File: config.mk
export PLATFORM = sky130hd
export DESIGN_NAME = serial_adder_ctrl
export DESIGN_NICKNAME = d
export VERILOG_FILES = /design/src/rtl/serial_adder_pkg.sv /design/src/rtl/full_adder_1bit.sv /design/src/rtl/full_adder_2bit.sv /design/src/rtl/serial_adder_ctrl.sv
export SDC_FILE = /design/constraint.sdc
export NUM_CORES = 1
export LEC_CHECK = 0
export ABC_CLOCK_PERIOD_IN_PS = 3700
export CORE_UTILIZATION = 41
export CTS_CLUSTER_DIAMETER = 200
export DETAILED_ROUTE_END_ITERATION = 16
export GPL_ROUTABILITY_DRIVEN = 0
export PLACE_DENSITY = 0.66
export SYNTH_ARGS = -nofsm -noshare
export SYNTH_HDL_FRONTEND = slang
export SYNTH_SLANG_ARGS = --single-unit
File: constraint.sdc
create_clock -name clk -period 3.7 [get_ports clk]
set_input_delay 0.74 -clock clk [delete_from_list [all_inputs] [get_ports clk]]
set_output_delay 0.74 -clock clk [all_outputs]
set_load 0.05 [all_outputs]
File: src/rtl/serial_adder_pkg.sv
// Shared types and defaults for the serial adder controller.
package serial_adder_pkg;

  localparam int DEFAULT_WIDTH = 8;

  typedef enum logic [1:0] {
    IDLE = 2'd0,
    RUN  = 2'd1,
    DONE = 2'd2
  } state_t;

endpackage

File: src/rtl/full_adder_1bit.sv
// Single-bit full adder cell.
module full_adder_1bit (
  input  logic a,
  input  logic b,
  input  logic ci,
  output logic s,
  output logic co
);

  assign s  = a ^ b ^ ci;
  assign co = (a & b) | (ci & (a ^ b));

endmodule

File: src/rtl/full_adder_2bit.sv
// Two-bit ripple slice built from two full_adder_1bit cells.
module full_adder_2bit (
  input  logic [1:0] a,
  input  logic [1:0] b,
  input  logic       ci,
  output logic [1:0] s,
  output logic       co
);

  logic c_mid;

  full_adder_1bit u_bit0 (
    .a  (a[0]),
    .b  (b[0]),
    .ci (ci),
    .s  (s[0]),
    .co (c_mid)
  );

  full_adder_1bit u_bit1 (
    .a  (a[1]),
    .b  (b[1]),
    .ci (c_mid),
    .s  (s[1]),
    .co (co)
  );

endmodule

File: src/rtl/serial_adder_ctrl.sv
// Serial adder: one shared 2-bit slice walks the operands LSB first,
// producing {cout,sum} = a + b + cin after WIDTH/2 RUN cycles.
module serial_adder_ctrl
  import serial_adder_pkg::*;
#(
  parameter int WIDTH = DEFAULT_WIDTH
) (
  input  logic             clk,
  input  logic             reset,
  input  logic             start,
  input  logic [WIDTH-1:0] a,
  input  logic [WIDTH-1:0] b,
  input  logic             cin,
  output logic             busy,
  output logic             done,
  output logic [WIDTH-1:0] sum,
  output logic             cout
);

  localparam int SLICES = WIDTH / 2;
  localparam int CNT_W  = (SLICES > 1) ? $clog2(SLICES) : 1;
  localparam logic [CNT_W-1:0] LAST = CNT_W'(SLICES - 1);

  state_t           state;
  logic [WIDTH-1:0] op_a;
  logic [WIDTH-1:0] op_b;
  logic             carry;
  logic [CNT_W-1:0] cnt;

  logic [CNT_W:0]   base;
  logic [1:0]       sl_a;
  logic [1:0]       sl_b;
  logic [1:0]       sl_s;
  logic             sl_co;

  // Slice select: bit offset of slice cnt is 2*cnt.
  assign base = {cnt, 1'b0};
  assign sl_a = op_a[base +: 2];
  assign sl_b = op_b[base +: 2];

  full_adder_2bit u_slice (
    .a  (sl_a),
    .b  (sl_b),
    .ci (carry),
    .s  (sl_s),
    .co (sl_co)
  );

  // NOTE: all state here is registered with non-blocking assignments so every
  // register samples pre-edge values; blocking would chain updates within one edge.
  always_ff @(posedge clk or posedge reset) begin
    if (reset) begin
      state <= IDLE;
      op_a  <= '0;
      op_b  <= '0;
      carry <= 1'b0;
      cnt   <= '0;
      sum   <= '0;
      cout  <= 1'b0;
      busy  <= 1'b0;
      done  <= 1'b0;
    end else begin
      case (state)
        IDLE: begin
          done <= 1'b0;
          if (start) begin
            op_a  <= a;
            op_b  <= b;
            carry <= cin;
            cnt   <= '0;
            sum   <= '0;
            cout  <= 1'b0;
            busy  <= 1'b1;
            state <= RUN;
          end
        end
        RUN: begin
          sum[base +: 2] <= sl_s;
          carry          <= sl_co;
          // Counter holds on the last slice so it never wraps while busy.
          if (cnt == LAST) begin
            cout  <= sl_co;
            busy  <= 1'b0;
            done  <= 1'b1;
            state <= DONE;
          end else begin
            cnt <= cnt + CNT_W'(1);
          end
        end
        DONE: begin
          done  <= 1'b0;
          state <= IDLE;
        end
        default: begin
          busy  <= 1'b0;
          done  <= 1'b0;
          state <= IDLE;
        end
      endcase
    end
  end

endmodule

**After elaboration in Yosys (flattened, before gate mapping)**

Index checks and enable logic that the tools add are counted.
W data, S select, Z words.

- Register bits after elaboration: 32
- Input bits: 20
- Output and inout port bits: 11
- Logic and storage cells: 59

- Add/sub/neg operators: 2
- Eq/ne operators: 6
- Shift-type cells: 4
- Muxes and demuxes: 19
- Bitwise logic cells: 11
- Reductions and logical operators: 8

Operators with widths:

| kind | count |
|---|---|
| $pmux W8 S2 | 1 |
| $shiftx A8 B4 Y2 | 2 |
| $reduce_and A3 Y1 | 3 |
| $bwmux W8 | 1 |
| $mux W2 | 4 |
| $mux W8 | 1 |
| $pmux W2 S2 | 2 |
| $shift A2 B5 Y8 const A | 1 |
| $shiftx A2 B5 Y8 | 1 |
| $mux W1 | 7 |
| $ne A2 B2 Y1 const B | 3 |
| $reduce_and A2 Y1 | 3 |
| $neg A3 Y5 | 1 |
| $and A1 B1 Y1 | 4 |
| $eq A2 B2 Y1 const B | 2 |
| $pmux W1 S2 | 2 |
| $xor A1 B1 Y1 | 4 |
| $pmux W1 S3 | 1 |
| $add A2 B1 Y2 const B | 1 |
| $eq A2 B1 Y1 const B | 1 |
| $logic_not A2 Y1 | 1 |
| $or A1 B1 Y1 | 2 |
| $reduce_bool A2 Y1 | 1 |
| $not A1 Y1 | 1 |

**Depth between registers and ports, before layout**

Gate-level depths: netlist (run 1).

- Depth in word-level cells: 8
- Mapped depth: 6

**By module**

A second synthesis (run 1) with hierarchy kept.

- Cells, all modules: 116
- Area, all modules: 1,556.5 µm²

Modules (own cells, without submodules):

| module | times used | cells each | area each (µm²) |
|---|---|---|---|
| serial_adder_ctrl | 1 | 114 | 1,516.5 |
| full_adder_1bit | 2 | 1 | 20.0 |

**Worst setup path after synthesis (run 1)**

No wires, ideal clock.

- Path type: reg2reg
- Start: register cnt[0]
- End: register sum[3]
- Data arrival time: 2,172 ps
- Path slack: 1,407 ps
- Cell stages (with the launch flop): 6
- Path buffers: 1
- Clock period less this slack: 2,293 ps
- Cells stage by stage: dfrtp_1 > buf_2 > mux4_2 > fa_1 > fa_1 > a22o_1

- Word-level cells in the longest chain between the ends: 8
- Elaborated cells between the ends (all ways): 14

Ends and longest elaborated chain:

| what | RTL line | RTL |
|---|---|---|
| from (decl) | serial_adder_ctrl.sv:28 | `logic [CNT_W-1:0] cnt;` |
| from (signal assigned) | serial_adder_ctrl.sv:87 | `cnt <= cnt + CNT_W'(1);` |
| $shiftx A8 B4 Y2, on equally long branches | serial_adder_ctrl.sv:38, serial_adder_ctrl.sv:39 |  |
| $xor A1 B1 Y1 | full_adder_1bit.sv:10, full_adder_1bit.sv:11 |  |
| $and A1 B1 Y1 | full_adder_1bit.sv:11 | `assign co = (a & b) \| (ci & (a ^ b));` |
| $or A1 B1 Y1 | full_adder_1bit.sv:11 |  |
| $xor A1 B1 Y1 | full_adder_1bit.sv:10 | `assign s = a ^ b ^ ci;` |
| $shiftx A2 B5 Y8 | serial_adder_ctrl.sv:78 | `sum[base +: 2] <= sl_s;` |
| $bwmux W8 * | serial_adder_ctrl.sv:78 |  |
| $pmux W8 S2 * | serial_adder_ctrl.sv:63 | `case (state)` |
| to (signal, indexed assignment) | serial_adder_ctrl.sv:78 |  |
| to (decl) | serial_adder_ctrl.sv:16 | `output logic [WIDTH-1:0] sum,` |

Every way passes the cells marked *; elsewhere a longest branch is shown, timed or not.
A chain may end at the register's enable or synchronous reset.

**Worst setup path in the final report (run 1)**

- Start: register cnt[0]
- End: register sum[7]

The elaborated chain is that of the path after synthesis.

==> results of run 1 <==
## synthesized netlist by cell type, types with 3 or more instances
cell      number  share of area, %
a21oi_1        5               1.6
a22o_1         4               2.2
clkbuf_1       3              0.71
dfrtp_1       32                50
ha_1           4               3.1
inv_1          9               2.1
mux2_2         6               4.3
mux2_4        10               9.4
mux4_2         4               5.7
nand2_1        6               1.4
nand2b_1       4               1.6
o21ai_0        7               2.2
o22ai_1        4               1.6
## registers in the layout, indices dropped and copies added (netlist names)
signal / cells
busy: 1
carry: 1
cnt: 2
cout: 1
done: 1
op_a: 8
op_b: 8
state: 2
sum: 8
## worst min path at each step
stage | startpoint | end | slack [ns] | depth (start not counted)
floorplan | op_b[4]$_DFFE_PP0P_ | op_b[4]$_DFFE_PP0P_ | 0.48 | 1
global placement | sum[5]$_DFFE_PP0P_ | sum[5]$_DFFE_PP0P_ | 0.49 | 1
detailed placement | op_a[7]$_DFFE_PP0P_ | op_a[7]$_DFFE_PP0P_ | 0.50 | 1
CTS | sum[4]$_DFFE_PP0P_ | sum[4]$_DFFE_PP0P_ | 0.51 | 1
global route | op_a[7]$_DFFE_PP0P_ | op_a[7]$_DFFE_PP0P_ | 0.53 | 1
finish | sum[4]$_DFFE_PP0P_ | sum[4]$_DFFE_PP0P_ | 0.50 | 1
## metrics by stage
step / cells / area (µm²) / hold WS, ns
global route: 202 / 2020 / 0.526
detailed placement: 194 / 1900 / 0.496
CTS: 202 / 2020 / 0.511
finish: 202 / 2020 / 0.503
global placement: 194 / 1900 / 0.491
floorplan: 122 / 1590 / 0.475
## kinds of logic after synthesis
logic type	synth area share [%]
adder cells (fa/ha/maj)	5.67
multiplexers	19.4
AO/OA/AOI/OAI	9.61
AND/OR/NAND/NOR	8.58
flip-flops	50.4
buffers and inverters	6.38
## cell type report
cell class	instances	area (µm²)	area share (%)
Sequential cell	32	801	39.6
Multi-Input combinational cell	73	687	33.9
Timing Repair Buffer	31	308	15.2
Clock buffer	7	96.3	4.76
Tap cell	48	60.1	2.97
Inverter	10	42.5	2.10
Clock inverter	1	30.0	1.48
## report_power, final
group	internal [µW]	switching, µW	leakage (µW)
sequential	503	138	0.000398
clock	237	126	0.0000645
combinational	448	444	0.000419
## placed cells by master (no fill, tap or decap), types with 5 or more instances in the layout
cell type | Yosys | layout
clkdlybuf4s50_1 | 0 | 30
inv_1 | 9 | 9
nand2_1 | 6 | 6
a21oi_1 | 5 | 5
mux2_2 | 6 | 6
clkbuf_8 | 0 | 7
dfrtp_1 | 32 | 32
o21ai_0 | 7 | 7
mux2_4 | 10 | 10
## layer usage
metal	vias up	share of wire (%)	track usage, %	wire length [µm]
li1	490	-	-	-
met1	513	43	18.1	1220
met2	25	49	26.2	1370
met3	7	5.0	4.29	139
met4	0	2.5	9.17	69
met5	-	0	0	0
## worst max-delay path: stages (launching register included)
cell and delay, ns:
dfrtp_1 0.60, mux4_2 0.58, fa_1 0.42, fa_1 0.55, nand2b_1 0.09, o22ai_1 0.13
==> summary.md, run 1 <==
| Metric | Value |
|---|---|
| Final-report hold violation count | 0 |
| # clock sinks | 32 |
| Yosys reg bits | 32 |
| CTS tree | yes |
| ANT cells | 0 |
| Slew Limit Headroom | between 60% and 70% |
| Initial antenna violation count | 0 |
| Clk pin slew, worst setup/hold paths | 0.06 ns |
| Die Wd | 64.3 µm |
| Grt ovf | 0 |
| Worst-Margin Slew | between 0.4 and 0.5 ns |
| Class of the worst hold path | reg -> reg |
| Layout cells sized above 1 | around a fifth |
| Resized cells post-CTS | 0 |
| Die footprint | approximately 4100 µm² |
| Arrival @ worst endpoint | around 2.7 ns |
| Crit path to | sum[7]$_DFFE_PP0P_ |
| Gr usage total | approximately 16% |
| Crit end category | flop |
| Fin crit share | 66.3% |
| Final core utilization | 54.9% |
| Die Y | roughly 64 µm |
| Syn Std Cell Area | approximately 1600 µm² |
| Worst r2r dst | sum[7]$_DFFE_PP0P_ |
| Port-buffer cells | 30 |
| I/O pin count | 31 |
| Cells after Synth | approximately 120 |
| Routed wire per std cell | 13.9 µm |
| Worst R2R Setup Slack | approximately 1.2 ns |
| PnR worst setup slack | between 1 and 1.5 ns |
| DR vias | slightly above 1000 |
| Pwr Density | 937 nW/µm² |
| P_leak | around 0.00088 µW |
| Post-synthesis sequential area ratio | a little over 50% |
| Fillers | ~330 |
| Main synth FF type | dfrtp_1 |
| DRC Markers | 0 |
| Post-synth net total | between 100 and 150 |
| Pin count of the biggest net entering global routing | 33 |
| Clk root buf | clkbuf_8 |
| Post-synth ARST share | 100% |
| Worst Skew | 0.00547 ns |
| Cts-stage hold buffer count | 0 |
| Critical path class | reg -> reg |
| Worst Path Max Fanout | 12 |
| Initial Utilization | a little over two fifths |
| Cts bufs inserted | 5 |
| Setup Viol. Count Final | 0 |
| Avg Vias per Cell | between 5 and 6 |
| Req. time, crit path | 3.90 ns |
| # rows | 22 |
| Max Fclk | just over 0.4 GHz |
| Fin crit period | ~2.5 ns |
| Yosys synthesis warning count | 0 |
| Startpoint Class | flop |
| Mean Syn Cell Area | between 10 and 15 µm² |
| Clock Path Buffers | 2 |
| Clk_lat worst skew | ~0.28 ns |
| Yosys cell types | 31 |
| Drt pass-1 iters | 4 |
| PnR Total Power | between 1500 and 2000 µW |
| Setup TNS | 0 ns |
| DP HPWL | between 2 and 2.5 mm |
| Number of nets in the layout | 179 |
| Final wirelength | approximately 2.8 mm |
| Initial DRC count | between 80 and 90 |
| First-pass GRT wire length | between 4 and 5 mm |
| Setup repair after global routing missed its margin | false |
| EDFF count, synth | 0 |
| ANT nets after route | 0 |
| CP startpoint | cnt[0]$_DFFE_PP0P_ |
| Worst r2r src | cnt[0]$_DFFE_PP0P_ |
| Worst vdd ir | 0.382 mV |
| DP Worst Slack | about 1.2 ns |
| Vias in the first global route | between 1000 and 1500 |
| Slew Viols, Final | 0 |
| Post-CTS setup buffers | 0 |
| H-tree depth | 2 |
| P&R area growth vs syn | 27.4% |
| Max Cap Viol | 0 |
| Worst Reg-to-Reg Cells | 5 |
| Status | finished clean |
| Core area | 3690 µm² |
Note: power is estimated with default switching activity, not from simulation.
==> inputs of run 2 (changes only) <==
- ABC_CLOCK_PERIOD_IN_PS: 3700 -> 2480
- clock period: 3.7 -> 2.48 ns (I/O delays scaled with it)
==> run 2 against run 1 <==
  * Maximum frequency grew 5.1%
  * Critical path depth is the same
  * Die area is the same
  * Register-to-register slack lost 1.1 ns
  * Non-clock buffer count grew 1
  * Final area grew 0.37%
  * Total power grew 50%
  * First-iteration DRC count shrank 52%
  * Setup slack lost 1.1 ns
  * Largest cell class unchanged
  * Highest routed layer unchanged
==> summary.md, run 2 (synthesis gave the netlist of run 1 again) <==
| Metric | Value |
|---|---|
| # clock sinks | 32 (unchanged) |
| Post-CTS setup buffers | 0 (unchanged) |
| Flop pwr share | 33.2% (-0.6 points) |
| Grt ovf | 0 (unchanged) |
| Port-buffer cells | 30 (unchanged) |
| Worst Skew | 0.00813 ns (+0.00266 ns) |
| Initial Utilization | 43.1% (unchanged) |
| Setup TNS | 0 ns (unchanged) |
| Final-report hold violation count | 0 (unchanged) |
| Vias in the first global route | 1106 (-2.5%) |
| Die Y | 64.3 µm (unchanged) |
| First-pass GRT wire length | 5.07 mm (+4.1%) |
| Core area | 3690 µm² (unchanged) |
| Top sig layer | met4 |
| Wire length on met1 | 1.25 mm (+2.5%) |
| H-tree depth | 2 (unchanged) |
| Critical path class | reg -> reg |
| Number of nets in the layout | 180 (+0.56%) |
| Arrival @ worst endpoint | 2.54 ns (-0.11 ns) |
| Worst Path Max Fanout | 6 (-6) |
| Startpoint Class | flop |
| Clk pin slew, worst setup/hold paths | 0.07 ns (about the same) |
| Final wirelength | 2.87 mm (+2.6%) |
| Worst vdd ir | 0.709 mV (+85%) |
| Most frequent cells in the layout | dfrtp_1 (32), clkdlybuf4s50_1 (30), mux2_4 (10) |
| DP Worst Slack | 0.146 ns (-1.09 ns) |
| WHS | 0.505 ns (+0.00260 ns) |
| DR WL met2 | 1.42 mm (+3.1%) |
| # rows | 22 (unchanged) |
| Most common cell after layout, fill and taps aside | dfrtp_1 |
| Routed met3 length | 147 µm (+5.8%) |
| I/O pin count | 31 (unchanged) |
| Cts bufs inserted | 5 (unchanged) |
| Design area | 2030 µm² (+0.37%) |
| DRC Markers | 0 (unchanged) |
| Pin count of the biggest net entering global routing | 33 (unchanged) |
| DP HPWL | 2.14 mm (+4.1%) |
| Avg Vias per Cell | 5.22 (+1.9%) |
| Initial antenna violation count | 0 (unchanged) |
| Pwr Density | 1400 nW/µm² (+50%) |
| Gr usage total | 16.5% (+0.75 points) |
| Slew Limit Headroom | 67.1% (+0.29 points) |
| PnR worst setup slack | 0.147 ns (-1.10 ns) |
| CTS tree | yes |
| Slew Viols, Final | 0 (unchanged) |
| Max Fclk | 0.429 GHz (+5.1%) |
| Cts-stage hold buffer count | 0 (unchanged) |
| Fillers | 345 (+5.5%) |
| Setup repair after global routing missed its margin | false |
| Drt pass-1 iters | 4 (unchanged) |
| Worst-Margin Slew | 0.492 ns (-0.00428 ns) |
| Placement Cell Area | 1910 µm² (+0.40%) |
| Comb pwr share | 47.9% (+0.9 points) |
| ANT nets after route | 0 (unchanged) |
| Crit end category | flop |
| Sw Share | 37.4% (+0.064 points) |
| Setup Viol. Count Final | 0 (unchanged) |
| ANT cells | 0 (unchanged) |
| Fin crit period | 2.33 ns (-0.120 ns) |
| Layout cells sized above 1 | 21.3% (+0.51 points) |
| Resized cells post-CTS | 0 (unchanged) |
| Status | finished clean |
| Req. time, crit path | 2.69 ns (-1.21 ns) |
| P_leak | 0.000887 µW (+0.56%) |
| Internal Power | 1790 µW (+50%) |
| Routed wire per std cell | 14.1 µm (+2.1%) |
| Initial DRC count | 40 (-52%) |
| Clk root buf | clkbuf_8 |
| Die footprint | 4130 µm² (unchanged) |
| Clk_lat worst skew | 0.29 ns (about the same) |
| Sw power | 1070 µW (+51%) |
| Class of the worst hold path | reg -> reg |
| P&R area growth vs syn | 27.9% |
| Die Wd | 64.3 µm (unchanged) |
| Fin crit share | 94.1% (+28 points) |
| Clock Power Share | 18.8% (-0.3 points) |
| Max Cap Viol | 0 (unchanged) |
| Biggest regs | op_a (8), op_b (8), sum (8) |
| DR vias | 1060 (+2.4%) |
| Clock Path Buffers | 2 (unchanged) |
| PnR Total Power | 2850 µW (+50%) |
-- run 2: cell types whose count changed in the layout (fill, tap and decap cells not counted), sizes merged --
cell / change
buf: +1
-- run 2: per-layer routing --
metal | vias up | GRT usage, %
li1 | 497 | -
met1 | 525 | 20.0
met2 | 31 | 26.6
met3 | 7 | 4.29
met4 | 0 | 9.17
met5 | - | 0
-- run 2: final timing paths --
path	slack, ns	end	start	cells past startpoint
hold / removal	0.51	sum[2]$_DFFE_PP0P_	sum[2]$_DFFE_PP0P_	1
setup reg to reg	0.15	sum[7]$_DFFE_PP0P_	cnt[0]$_DFFE_PP0P_	5
max in group asynchronous	1.58	op_b[6]$_DFFE_PP0P_	reset	3
hold reg to reg	0.51	sum[2]$_DFFE_PP0P_	sum[2]$_DFFE_PP0P_	1
setup / recovery	0.15	sum[7]$_DFFE_PP0P_	cnt[0]$_DFFE_PP0P_	5
min in group asynchronous	0.59	op_a[1]$_DFFE_PP0P_	reset	3
-- run 2: worst max-delay path, stage by stage (launching register included) --
cell	delay, ns
dfrtp_1	0.48
mux4_2	0.56
fa_1	0.45
fa_1	0.54
nand2b_1	0.08
o22ai_1	0.14
-- run 2: cell type report --
type	count	area [µm²]	share of cell area, %
clock buffers	7	96.3	4.74
clock inverters	1	30.0	1.48
inverters	10	42.5	2.09
multi-input cells	73	687	33.8
flip-flops and latches	32	801	39.4
well taps	48	60.1	2.96
repair buffers	32	315	15.5
-- run 2: power by group through the flow --
stage | Sequential (µW) | Combinational (µW) | Clock, µW
global route | 986 | 1490 | 578
detailed placement | 959 | 1370 | 0
finish | 948 | 1370 | 537
global placement | 951 | 1330 | 0
CTS | 951 | 1380 | 551
floorplan | 1050 | 952 | 0
-- run 2: stage by stage --
step | utilization (%) | std cells
4_1_cts | 55.1 | 203
3_5_place_dp | 51.7 | 195
6_report | 55.1 | 203
2_1_floorplan | - | 122
3_3_place_gp | 51.7 | 195
5_1_grt | 55.1 | 203
==> inputs of run 3 (changes only) <==
--- a/config.mk
+++ b/config.mk
@@ -7,4 +7,5 @@
 export LEC_CHECK = 0
 export ABC_CLOCK_PERIOD_IN_PS = 2480
+export CAP_MARGIN = 20
 export CORE_UTILIZATION = 41
 export CTS_CLUSTER_DIAMETER = 200
==> constraint.sdc (replaced) <==
create_clock -name clk -period 2.48 [get_ports clk]
set_input_delay 0.744 -clock clk [delete_from_list [all_inputs] [get_ports clk]]
set_output_delay 0.744 -clock clk [all_outputs]
set_load 0.05 [all_outputs]
==> run 3 against run 2 <==
  * Core utilization decreased by 0.92 points
  * Clock power decreased by 24%
  * Die area unchanged
  * Count of clock-buffer cells in the layout decreased by 1
  * Sequential power about the same
  * Global-route usage decreased by 0.13 points
  * Wire length about the same
  * Register-to-register slack improved by 0.04 ns
  * Sequential cell count unchanged
  * Non-clock buffer count unchanged
  * Critical path type unchanged
==> summary.md, run 3 (synthesis gave the netlist of run 1 again) <==
| Metric | Value |
|---|---|
| Comb pwr share | 49.9% (+2.0 points) |
| Cts-stage hold buffer count | 0 (unchanged) |
| Worst r2r dst | sum[7]$_DFFE_PP0P_ |
| ANT cells | 0 (unchanged) |
| CTS tree | yes |
| Slew Limit Headroom | 67.1% (about the same) |
| Pwr Density | 1350 nW/µm² (-3.5%) |
| Routed wire per std cell | 14.1 µm (about the same) |
| CP max stage cell | mux4_2 |
| # clock sinks | 32 (unchanged) |
| Clock Path Buffers | 2 (unchanged) |
| DR vias | 1013 (-4.4%) |
| Final-report hold violation count | 0 (unchanged) |
| Worst r2r src | cnt[0]$_DFFE_PP0P_ |
| H-tree depth | 2 (unchanged) |
| Clk pin slew, worst setup/hold paths | 0.06 ns (about the same) |
| Initial DRC count | 23 (-43%) |
| Die footprint | 4130 µm² (unchanged) |
| Most common cell after layout, fill and taps aside | dfrtp_1 |
| Pin count of the biggest net entering global routing | 33 (unchanged) |
| Peak per-stage delay on the critical path | 0.55 ns (about the same) |
| Grt ovf | 0 (unchanged) |
| I/O pin count | 31 (unchanged) |
| Worst R2R Setup Slack | 0.18 ns (+0.04 ns) |
| Fin crit share | 92.6% (-1.5 points) |
| Worst Skew | 0.00269 ns (-0.00544 ns) |
| Flop pwr share | 35.0% (+1.8 points) |
| Vias in the first global route | 1076 (-2.7%) |
| Avg Vias per Cell | 4.99 (-4.4%) |
| Die Y | 64.3 µm (unchanged) |
| Final core utilization | 54.2% (-0.92 points) |
| Cts bufs inserted | 5 (unchanged) |
| Layout cells sized above 1 | 21.3% (unchanged) |
| Worst Reg-to-Reg Cells | 5 (unchanged) |
| Post-CTS setup buffers | 0 (unchanged) |
| Setup Viol. Count Final | 0 (unchanged) |
| Final wirelength | 2.87 mm (about the same) |
| Clock Power Share | 15.1% (-3.7 points) |
| Number of nets in the layout | 180 (unchanged) |
| Class of the worst hold path | reg -> reg |
| Clk_lat worst skew | 0.28 ns (about the same) |
| WHS Path Cells | 1 (unchanged) |
| Setup repair after global routing missed its margin | false |
| Sw Share | 39.1% (+1.7 points) |
| DRC Markers | 0 (unchanged) |
| Initial antenna violation count | 0 (unchanged) |
| Die Wd | 64.3 µm (unchanged) |
| Internal Power | 1650 µW (-7.7%) |
| Req. time, crit path | 2.69 ns (about the same) |
| Biggest regs | op_a (8), op_b (8), sum (8) |
| DP HPWL | 2.06 mm (-3.7%) |
| Port-buffer cells | 30 (unchanged) |
| P_leak | 0.000873 µW (-1.5%) |
| Fin crit period | 2.30 ns (-0.0365 ns) |
| Gr usage total | 16.4% (-0.13 points) |
| Core area | 3690 µm² (unchanged) |
| Drt pass-1 iters | 3 (-1) |
| Crit path top cell by count | fa_1 |
| First-pass GRT wire length | 5.00 mm (-1.4%) |
| Status | finished clean |
| Max Fclk | 0.435 GHz (+1.6%) |
| Area occupied by multi-input gates | 687 µm² (unchanged) |
| # rows | 22 (unchanged) |
| Clk root buf | clkbuf_8 |
| Crit end category | flop |
| Slew Viols, Final | 0 (unchanged) |
| Sw power | 1060 µW (-0.68%) |
| Initial Utilization | 43.1% (unchanged) |
| Worst-Margin Slew | 0.492 ns (+0.000409 ns) |
| Fillers | 341 (-1.2%) |
| P&R area growth vs syn | 25.7% |
| Resized cells post-CTS | 0 (unchanged) |
| Critical path class | reg -> reg |
| Hold Path Sink | sum[3]$_DFFE_PP0P_ |
| Hold path startpoint | sum[3]$_DFFE_PP0P_ |
| Register Area | 801 µm² (unchanged) |
| ANT nets after route | 0 (unchanged) |
| Setup TNS | 0 ns (unchanged) |
| Critical-path cell list | mux4_2 -> fa_1 -> fa_1 -> nand2b_1 -> o22ai_1 |
| Max Cap Viol | 0 (unchanged) |
| Arrival @ worst endpoint | 2.50 ns (-0.04 ns) |
| Worst vdd ir | 0.547 mV (-23%) |
| Most frequent cells in the layout | dfrtp_1 (32), clkdlybuf4s50_1 (30), mux2_4 (10) |
| Worst Path Max Fanout | 6 (unchanged) |
| Startpoint Class | flop |
run 3: worst max-delay path: cells and delay by family, from the launching register on:
family,cells,cell delay [ns]
adder cells (fa/ha/maj),2,0.97
multiplexers,1,0.55
flip-flops,1,0.48
AND/OR/NAND/NOR,1,0.09
AO/OA/AOI/OAI,1,0.13
run 3: how the worst max path moves through the flow:
stage / startpoint / end / slack [ns] / depth (start not counted)
2_1_floorplan: cnt[0]$_DFFE_PP0P_ / sum[3]$_DFFE_PP0P_ / 0.19 / 5
3_3_place_gp: cnt[0]$_DFFE_PP0P_ / sum[7]$_DFFE_PP0P_ / 0.23 / 5
3_5_place_dp: cnt[0]$_DFFE_PP0P_ / sum[7]$_DFFE_PP0P_ / 0.17 / 5
4_1_cts: cnt[0]$_DFFE_PP0P_ / sum[7]$_DFFE_PP0P_ / 0.16 / 5
5_1_grt: cnt[0]$_DFFE_PP0P_ / sum[1]$_DFFE_PP0P_ / 0.05 / 5
6_report: cnt[0]$_DFFE_PP0P_ / sum[7]$_DFFE_PP0P_ / 0.18 / 5
run 3: routing by layer:
layer | vias to the layer above | share of wire, % | GRT usage [%]
met5 | - | 0 | 0
met4 | 0 | 1.4 | 5.83
met3 | 4 | 4.8 | 5.89
met2 | 23 | 50 | 27.8
met1 | 492 | 43 | 19.0
li1 | 494 | - | -
run 3: final cells by class:
type | instances | share of cell area, %
Sequential cell | 32 | 40.1
Timing Repair Buffer | 32 | 15.8
Clock buffer | 6 | 4.13
Clock inverter | 2 | 0.501
Multi-Input combinational cell | 73 | 34.4
Inverter | 10 | 2.13
Tap cell | 48 | 3.01
run 3: power groups by stage:
stage	clock network, µW	registers, µW	logic, µW
6_report	410	947	1350
3_5_place_dp	0	959	1350
5_1_grt	452	984	1480
4_1_cts	426	953	1360
3_3_place_gp	0	949	1330
2_1_floorplan	0	1050	952
run 3: stage by stage:
stage	total power, µW	cell area, µm²	hold WS [ns]	instances	worst slack (ns)
after CTS	2740	2000	0.508	203	0.162
after detailed placement	2310	1910	0.493	195	0.174
final	2710	2000	0.503	203	0.184
after floorplan	2000	1590	0.475	122	0.187
after global routing	2910	2000	0.526	203	0.0517
after global placement	2270	1910	0.490	195	0.226
